<file path="src/rtl/pipe_stage_reg.sv">
// Pipeline stage register carrying PC and the rd write-back bundle, with a valid/ready handshake.
// Define PIPE_STAGE_SKID_EN to add a second (skid) entry and make in_ready_o a pure register output.
module pipe_stage_reg #(
    parameter int ADDR_W     = 32,
    parameter int DATA_W     = 32,
    parameter int REG_ADDR_W = 5
) (
    input  logic                  clk,
    input  logic                  rst_n,
    input  logic                  flush_i,
    input  logic                  in_valid_i,
    output logic                  in_ready_o,
    input  logic [ADDR_W-1:0]     in_pc_i,
    input  logic                  in_rd_wr_en_i,
    input  logic [REG_ADDR_W-1:0] in_rd_addr_i,
    input  logic [DATA_W-1:0]     in_rd_data_i,
    output logic                  out_valid_o,
    input  logic                  out_ready_i,
    output logic [ADDR_W-1:0]     out_pc_o,
    output logic                  out_rd_wr_en_o,
    output logic [REG_ADDR_W-1:0] out_rd_addr_o,
    output logic [DATA_W-1:0]     out_rd_data_o,
    output logic [1:0]            occupancy_o
);

    logic                  main_valid;
    logic [ADDR_W-1:0]     main_pc;
    logic                  main_wr_en;
    logic [REG_ADDR_W-1:0] main_addr;
    logic [DATA_W-1:0]     main_data;

    logic in_xfer;
    logic out_xfer;
    logic main_free;

    assign out_xfer  = main_valid && out_ready_i;
    assign main_free = !main_valid || out_ready_i;
    assign in_xfer   = in_valid_i && in_ready_o;

`ifdef PIPE_STAGE_SKID_EN
    logic                  skid_valid;
    logic [ADDR_W-1:0]     skid_pc;
    logic                  skid_wr_en;
    logic [REG_ADDR_W-1:0] skid_addr;
    logic [DATA_W-1:0]     skid_data;

    assign in_ready_o  = !skid_valid;
    assign occupancy_o = {1'b0, main_valid} + {1'b0, skid_valid};

    // Skid only fills while main is stalled, so a valid skid always implies a valid main.
    always_ff @(posedge clk or negedge rst_n) begin
        if (!rst_n) begin
            main_valid <= 1'b0;
            main_pc    <= '0;
            main_wr_en <= 1'b0;
            main_addr  <= '0;
            main_data  <= '0;
            skid_valid <= 1'b0;
            skid_pc    <= '0;
            skid_wr_en <= 1'b0;
            skid_addr  <= '0;
            skid_data  <= '0;
        end else if (flush_i) begin
            main_valid <= 1'b0;
            main_pc    <= '0;
            main_wr_en <= 1'b0;
            main_addr  <= '0;
            main_data  <= '0;
            skid_valid <= 1'b0;
            skid_pc    <= '0;
            skid_wr_en <= 1'b0;
            skid_addr  <= '0;
            skid_data  <= '0;
        end else if (main_free) begin
            if (skid_valid) begin
                main_valid <= 1'b1;
                main_pc    <= skid_pc;
                main_wr_en <= skid_wr_en;
                main_addr  <= skid_addr;
                main_data  <= skid_data;
                skid_valid <= 1'b0;
            end else if (in_xfer) begin
                main_valid <= 1'b1;
                main_pc    <= in_pc_i;
                main_wr_en <= in_rd_wr_en_i;
                main_addr  <= in_rd_addr_i;
                main_data  <= in_rd_data_i;
            end else if (out_xfer) begin
                main_valid <= 1'b0;
            end
        end else if (in_xfer) begin
            skid_valid <= 1'b1;
            skid_pc    <= in_pc_i;
            skid_wr_en <= in_rd_wr_en_i;
            skid_addr  <= in_rd_addr_i;
            skid_data  <= in_rd_data_i;
        end
    end
`else
    assign in_ready_o  = main_free;
    assign occupancy_o = {1'b0, main_valid};

    always_ff @(posedge clk or negedge rst_n) begin
        if (!rst_n) begin
            main_valid <= 1'b0;
            main_pc    <= '0;
            main_wr_en <= 1'b0;
            main_addr  <= '0;
            main_data  <= '0;
        end else if (flush_i) begin
            main_valid <= 1'b0;
            main_pc    <= '0;
            main_wr_en <= 1'b0;
            main_addr  <= '0;
            main_data  <= '0;
        end else if (in_xfer) begin
            main_valid <= 1'b1;
            main_pc    <= in_pc_i;
            main_wr_en <= in_rd_wr_en_i;
            main_addr  <= in_rd_addr_i;
            main_data  <= in_rd_data_i;
        end else if (out_xfer) begin
            main_valid <= 1'b0;
        end
    end
`endif

    // Payload fields stay stale when empty; only the write enable is qualified.
    assign out_valid_o    = main_valid;
    assign out_pc_o       = main_pc;
    assign out_rd_wr_en_o = main_valid && main_wr_en;
    assign out_rd_addr_o  = main_addr;
    assign out_rd_data_o  = main_data;

endmodule

</file>
<file path="config.mk">
export PLATFORM = sky130hd
export DESIGN_NAME = pipe_stage_reg
export DESIGN_NICKNAME = d
export VERILOG_FILES = /design/src/rtl/pipe_stage_reg.sv
export SDC_FILE = /design/constraint.sdc
export NUM_CORES = 1
export LEC_CHECK = 0
export BUFFER_PORTS_ARGS = -buffer_cell sky130_fd_sc_hd__buf_4
export CORE_ASPECT_RATIO = 1.2
export CORE_UTILIZATION = 40
export DETAILED_ROUTE_END_ITERATION = 12
export GPL_TIMING_DRIVEN = 0
export HOLD_SLACK_MARGIN = 0.02
export PLACE_DENSITY_LB_ADDON = 0.25
export SETUP_SLACK_MARGIN = 0.05
export SLEW_MARGIN = 25
export SYNTH_ARGS = -nofsm -noshare
export SYNTH_HDL_FRONTEND = slang
export SYNTH_SLANG_ARGS = --single-unit
</file>
<file path="constraint.sdc">
create_clock -name clk -period 1.3 [get_ports clk]
set_input_delay 0.195 -clock clk [delete_from_list [all_inputs] [get_ports clk]]
set_output_delay 0.195 -clock clk [all_outputs]
set_load 0.05 [all_outputs]
</file>
==> results of run 1 <==
[where the power goes]
group	switching [uW]	leakage, uW	internal, uW
Clock	818	0.000101	1040
Sequential	63.0	0.000949	2330
Combinational	862	0.00139	547
[worst paths after layout]
| check | from | endpoint |
|---|---|---|
| setup / recovery | out_valid_o$_DFFE_PN0P_ | in_ready_o |
| hold / removal | in_rd_data_i[6] | out_rd_data_o[6]$_DFFE_PN0P_ |
| setup reg to reg | out_valid_o$_DFFE_PN0P_ | out_rd_data_o[18]$_DFFE_PN0P_ |
| hold reg to reg | out_rd_data_o[19]$_DFFE_PN0P_ | out_rd_data_o[19]$_DFFE_PN0P_ |
| max in group asynchronous | rst_n | out_valid_o$_DFFE_PN0P_ |
| min in group asynchronous | rst_n | out_rd_data_o[4]$_DFFE_PN0P_ |
[worst max-delay path, stage by stage, from the launching register on]
cell and delay, ps:
dfrtp_2 400, nand2b_1 80, buf_6 120, buf_8 120, buf_12 120, buf_12 140
[placed cells by master (no fill, tap or decap), drive strengths merged]
master | netlist | routed
conb | 1 | 1
a21bo | 70 | 70
clkinvlp | 0 | 3
dlygate4sd3 | 0 | 1
inv | 1 | 1
a21oi | 71 | 71
nand3 | 70 | 70
buf | 29 | 178
clkbuf | 13 | 25
dfrtp | 71 | 71
and2 | 1 | 1
nand2b | 1 | 1
bufinv | 0 | 1
[flip-flops by register name, summed over array words and instances (netlist names)]
name / flops
main_wr_en: 1
out_rd_data_o: 32
out_rd_addr_o: 5
out_valid_o: 1
out_pc_o: 32
[what timing repair did]
| item | CTS | global route |
|---|---|---|
| hold buffers | 1 | 0 |
| endpoints found under the hold margin | 47 | 0 |
| gates resized for setup | 19 | 3 |
| endpoints found under the setup margin | 73 | 146 |
| pin swaps | 0 | 1 |
| buffers inserted | 4 | 0 |
[final cells by class]
cell class              count  area [um^2]  share of cell area
flip-flops and latches     71         1780               0.354
multi-input cells         214         1460               0.290
repair buffers            150         1160               0.230
plain buffers              42          270              0.0538
clock buffers              12          165              0.0329
well taps                 114          143              0.0284
clock inverters             4         52.6              0.0105
inverters                   1         3.75            0.000747
[layer usage]
| layer | track usage | up-vias | wire [um] |
|---|---|---|---|
| li1 | - | 1486 | - |
| met1 | 0.278 | 1457 | 4030 |
| met2 | 0.338 | 107 | 4540 |
| met3 | 0.0478 | 14 | 515 |
| met4 | 0.0667 | 0 | 173 |
| met5 | 0 | - | 0 |
[through the flow]
stage                     TNS (ps)  instance area (um^2)  hold WS (ps)  worst slack [ps]   util
after floorplan              -1610                  3460          -101             -29.1      -
after global placement       -6600                  4690           383              -122  0.569
after detailed placement     -8180                  4690           382              -156  0.569
after CTS                    -6840                  5010          89.1              -199  0.608
after global routing        -13050                  5020          88.4              -244  0.610
final                        -6820                  5020           108              -197  0.610
[cells by family (layout without fill, tap and decap cells)]
group,Yosys count,count (layout),synth area share
compound gates,141,141,0.315
simple gates,72,72,0.105
flops,71,71,0.516
other cells,1,1,0.00109
buf+inv,43,209,0.0625
==> summary.md, run 1 <==
| Metric | Value |
|---|---|
| DRT antenna net count | 0 |
| 1st-iter DRT viols | roughly 80 |
| H-tree depth | 3 |
| Yosys warns | 0 |
| Fillers | 739 |
| Final Slew Violations | 0 |
| Total I/O pin count | ~150 |
| Final HPWL DP | 6490 um |
| Final worst slack | -197 ps |
| Finished Layout Cells | slightly above 600 |
| Fin crit period | about 1500 ps |
| Slew @ Worst Pin | 654 ps |
| Failing checks | setup timing |
| Global-route usage over all layers | 0.210 |
| Total of max-cap violations | 0 |
| Placed Cells | 587 |
| Initial Util | 0.418 |
| First-pass GRT wire length | 14800 um |
| GPL Wtd Cong | 0.742 |
| Clk root buf | clkbuf_8 |
| Post-synthesis cell type count | 14 |
| Final Setup Violations | 73 |
| Worst-skew pair later-pin latency | 330 ps |
| Largest net degree at the start of global routing | 72 |
| Avg Cell Area, Syn | 10.5 um^2 |
| Status | finished, violations left |
| Yosys top cell area share | 0.516 |
| Sequential element share of the synthesized area | 0.516 |
| Post-synth top cells | dfrtp_1 (71), nand3_1 (70), a21oi_1 (63) |
| Vias/cell | 5.04 |
| Final hold violation count | 0 |
| Cell taking the most area after synthesis | dfrtp_1 |
| Initial antenna violation count | 0 |
| Post-Synthesis Cells | 328 |
| Top FF cell, synth | dfrtp_1 |
| HP Class | in2reg |
| Largest cells by area after synthesis | dfrtp_1 (52%), a21bo_2 (18%), nand3_1 (10%) |
| Post-synth EDFFs | 0 |
| Via count of the first global-routing pass | roughly 3.0k |
| Slew headroom | 0.564 |
| Asr flop ratio synth | 1.00 |
| Power Density | 1130 nW/um^2 |
| Most frequent cell after synthesis | dfrtp_1 |
| Worst reg2reg setup slack | -140 ps |
| Leak Pwr | between 0.002 and 0.0025 uW |
| P&R area growth vs syn | 45.9% |
| Crit path DAT | 1300 ps |
| Worst R2R Path Depth | 7 |
| DRC Markers | 0 |
| Worst-path clk slew | 80 ps |
| Core Region | 8240 um^2 |
| Nets | about 560 |
| Flops & latches, synth | slightly above 70 |
| DR WL/cell | 15.2 um |
| CTS Sinks | 71 |
| Critical Path Start Type | flop |
| Synthesized area | 3440 um^2 |
| Die Y | roughly 100 um |
| Req. time, crit path | 1110 ps |
| Total grt overflow | 0 |
| Tot Pwr | 5660 uW |
| Clk_skew | ~6.8 ps |
| Inserted Diodes | 0 |
| Number of port buffers | between 100 and 150 |
| CP endpoint kind | output port |
| RSZ-0062 raised after global routing | true |
| Worst-path fanout max | 2 |
| Layout cells sized above 1 | 0.538 |
| Fmax | 668 MHz |
| Clk buf depth | 2 |
| VDD IR max | 769 uV |
| Std-Cell Rows | 36 |
| WHS Path Cells | 3 |
| Detailed Routing Iterations Pass 1 | 4 |
| CTS buffer count | 9 |
| Synth Net Count | between 400 and 500 |
| Detailed-route wire length | 9270 um |
| Via count | 3064 |
| Die X | 86.7 um |
| CTS tree | built |
| Die area | 8990 um^2 |
| Tcrit/Tclk final | 1.15 |
| CP Class | reg2out |
No activity file was read; power rests on OpenSTA's default activity.
==> run 2: changes to the inputs <==
==> constraint.sdc (replaced) <==
create_clock -name clk -period 1.9 [get_ports clk]
set_input_delay 0.285 -clock clk [delete_from_list [all_inputs] [get_ports clk]]
set_output_delay 0.285 -clock clk [all_outputs]
set_load 0.05 [all_outputs]
==> summary.md, run 2 (synthesis gave the netlist of run 1 again) <==
| Metric | Value |
|---|---|
| Commonest non-fill, non-tap cell in the layout | buf_4 |
| Total I/O pin count | 149 (unchanged) |
| DR WL/cell | 15.0 um (-1.5%) |
| RSZ-0062 raised after global routing | false |
| Layout cells sized above 1 | 0.528 (-0.0106) |
| Nets | 558 (-1.1%) |
| Fin crit period | 1730 ps |
| Worst-path fanout max | 19 (+17) |
| Die Y | 104 um (unchanged) |
| GPL Wtd Cong | 0.743 (+0.12%) |
| CTS Sinks | 71 (unchanged) |
| Initial antenna violation count | 0 (unchanged) |
| Setup TNS | 0 ps (+6820 ps) |
| Req. time, crit path | 1620 ps (+510 ps) |
| Final hold violation count | 0 (unchanged) |
| Slew @ Worst Pin | 910 ps (+256 ps) |
| Final Setup Violations | 0 (-100%) |
| Final Slew Violations | 0 (unchanged) |
| Commonest non-fill, non-tap cells in the layout | buf_4 (147), dfrtp_1 (71), nand3_1 (70) |
| Fmax | just under 600 MHz |
| DRT antenna net count | 0 (unchanged) |
| Vias/cell | 4.99 (-0.95%) |
| Ordered cell list for the critical path | nand2b_1, buf_2, buf_8, buf_4 |
| Core Region | 8240 um^2 (unchanged) |
| Crit path DAT | 1450 ps (+150 ps) |
| CP Buf/Inv Count | 3 (-1) |
| CP max-delay cell | dfrtp_1 |
| Final HPWL DP | 6330 um (-2.4%) |
| Total of max-cap violations | 0 (unchanged) |
| Leak Pwr | 0.00236 uW (-3.0%) |
| Detailed Routing Iterations Pass 1 | 4 (unchanged) |
| H-tree depth | 3 (unchanged) |
| Tcrit/Tclk final | 0.912 |
| Initial Util | 0.418 (unchanged) |
| Fin area | 4840 um^2 (-3.6%) |
| Worst path top cell family by delay | buffers and inverters |
| Std-Cell Rows | 36 (unchanged) |
| 1st-iter DRT viols | 140 (+79%) |
| CP Class | reg2out |
| HP Class | in2async |
| Die X | 86.7 um (unchanged) |
| Detailed-route wire length | 8990 um (-2.9%) |
| Critical Path Start Type | flop |
| Clk root buf | clkbuf_8 |
| Via count of the first global-routing pass | 3019 (+1.4%) |
| First-pass GRT wire length | 14700 um (-0.89%) |
| P&R area growth vs syn | 40.6% |
| VDD IR max | 312 uV (-59%) |
| Number of port buffers | 145 (unchanged) |
| CTS buffer count | 9 (unchanged) |
| Largest net degree at the start of global routing | 72 (unchanged) |
| Inserted Diodes | 0 (unchanged) |
| Area after DPL | 4680 um^2 (-0.35%) |
| Total grt overflow | 0 (unchanged) |
| CTS tree | built |
| Via count | 2990 (-2.4%) |
| Clk buf depth | 2 (unchanged) |
| Slew headroom | 0.393 (-0.171) |
| # hold bufs at CTS | 0 (-1) |
| Global-route usage over all layers | 0.208 (-0.00183) |
| Largest stage delay on the critical path | 420 ps (+20 ps) |
| Status | finished, final reports clean |
| Clk_skew | 4.39 ps (-2.43 ps) |
| DRC Markers | 0 (unchanged) |
| Worst-path clk slew | 70 ps (about the same) |
| CP endpoint kind | output port |
| Die area | 8990 um^2 (unchanged) |
| Power Density | 753 nW/um^2 (-33%) |
| Worst-skew pair later-pin latency | 330 ps (about the same) |
run 2: stage by stage:
stage          hold WS (ps)  cells  worst slack [ps]   util  total power [uW]
6_report               84.3    599               167  0.588              3650
5_1_grt                 150    599              53.0  0.588              3800
4_1_cts                 106    599               100  0.587              3690
3_5_place_dp            477    587               300  0.567              2610
3_3_place_gp            471    587               299  0.567              2590
2_1_floorplan         -10.6    328               284      -              2240
run 2: final timing paths:
path                       depth (start not counted)                     startpoint                       endpoint  slack [ps]
setup reg to reg                                   6        out_valid_o$_DFFE_PN0P_   out_rd_data_o[1]$_DFFE_PN0P_         440
hold reg to reg                                    2  out_rd_data_o[20]$_DFFE_PN0P_  out_rd_data_o[20]$_DFFE_PN0P_         640
setup / recovery                                   4        out_valid_o$_DFFE_PN0P_                     in_ready_o         170
hold / removal                                     1                          rst_n   out_rd_data_o[6]$_DFFE_PN0P_          80
min in group clk                                   3                    in_pc_i[22]       out_pc_o[22]$_DFFE_PN0P_         200
max in group asynchronous                          1                          rst_n   out_rd_addr_o[0]$_DFFE_PN0P_        1230
run 2: what timing repair did:
action                                  CTS  global route
buffers inserted                          0             0
gates resized for setup                   0             1
endpoints found under the setup margin    1             1
run 2: cell type report:
type / instances / area [um^2]
timing repair buffer: 145 / 1090
multi-input combinational: 214 / 1450
inverter: 1 / 3.75
fill: 785 / 3400
clock inverter: 1 / 5.00
buffer: 41 / 210
clock buffer: 12 / 165
sequential: 71 / 1780
tap: 114 / 143
run 2: worst reg2reg max path, cell delays in order (launching register included):
cell and delay (ps):
dfrtp_1 420, nand2b_1 80, buf_2 200, buf_8 190, buf_2 240, nand3_1 100, a21oi_1 160
run 2: where the power goes:
group / leakage (uW) / switching, uW / internal, uW
Clock: 0.0000902 / 524 / 558
Sequential: 0.000950 / 42.1 / 1590
Combinational: 0.00132 / 581 / 350
Total: 0.00236 / 1150 / 2500
run 2: per-layer routing:
| layer | vias up | GRT usage | share of wire |
|---|---|---|---|
| li1 | 1472 | - | - |
| met1 | 1394 | 0.278 | 0.45 |
| met2 | 106 | 0.324 | 0.47 |
| met3 | 18 | 0.0351 | 0.052 |
| met4 | 0 | 0.104 | 0.027 |
| met5 | - | 0 | 0 |
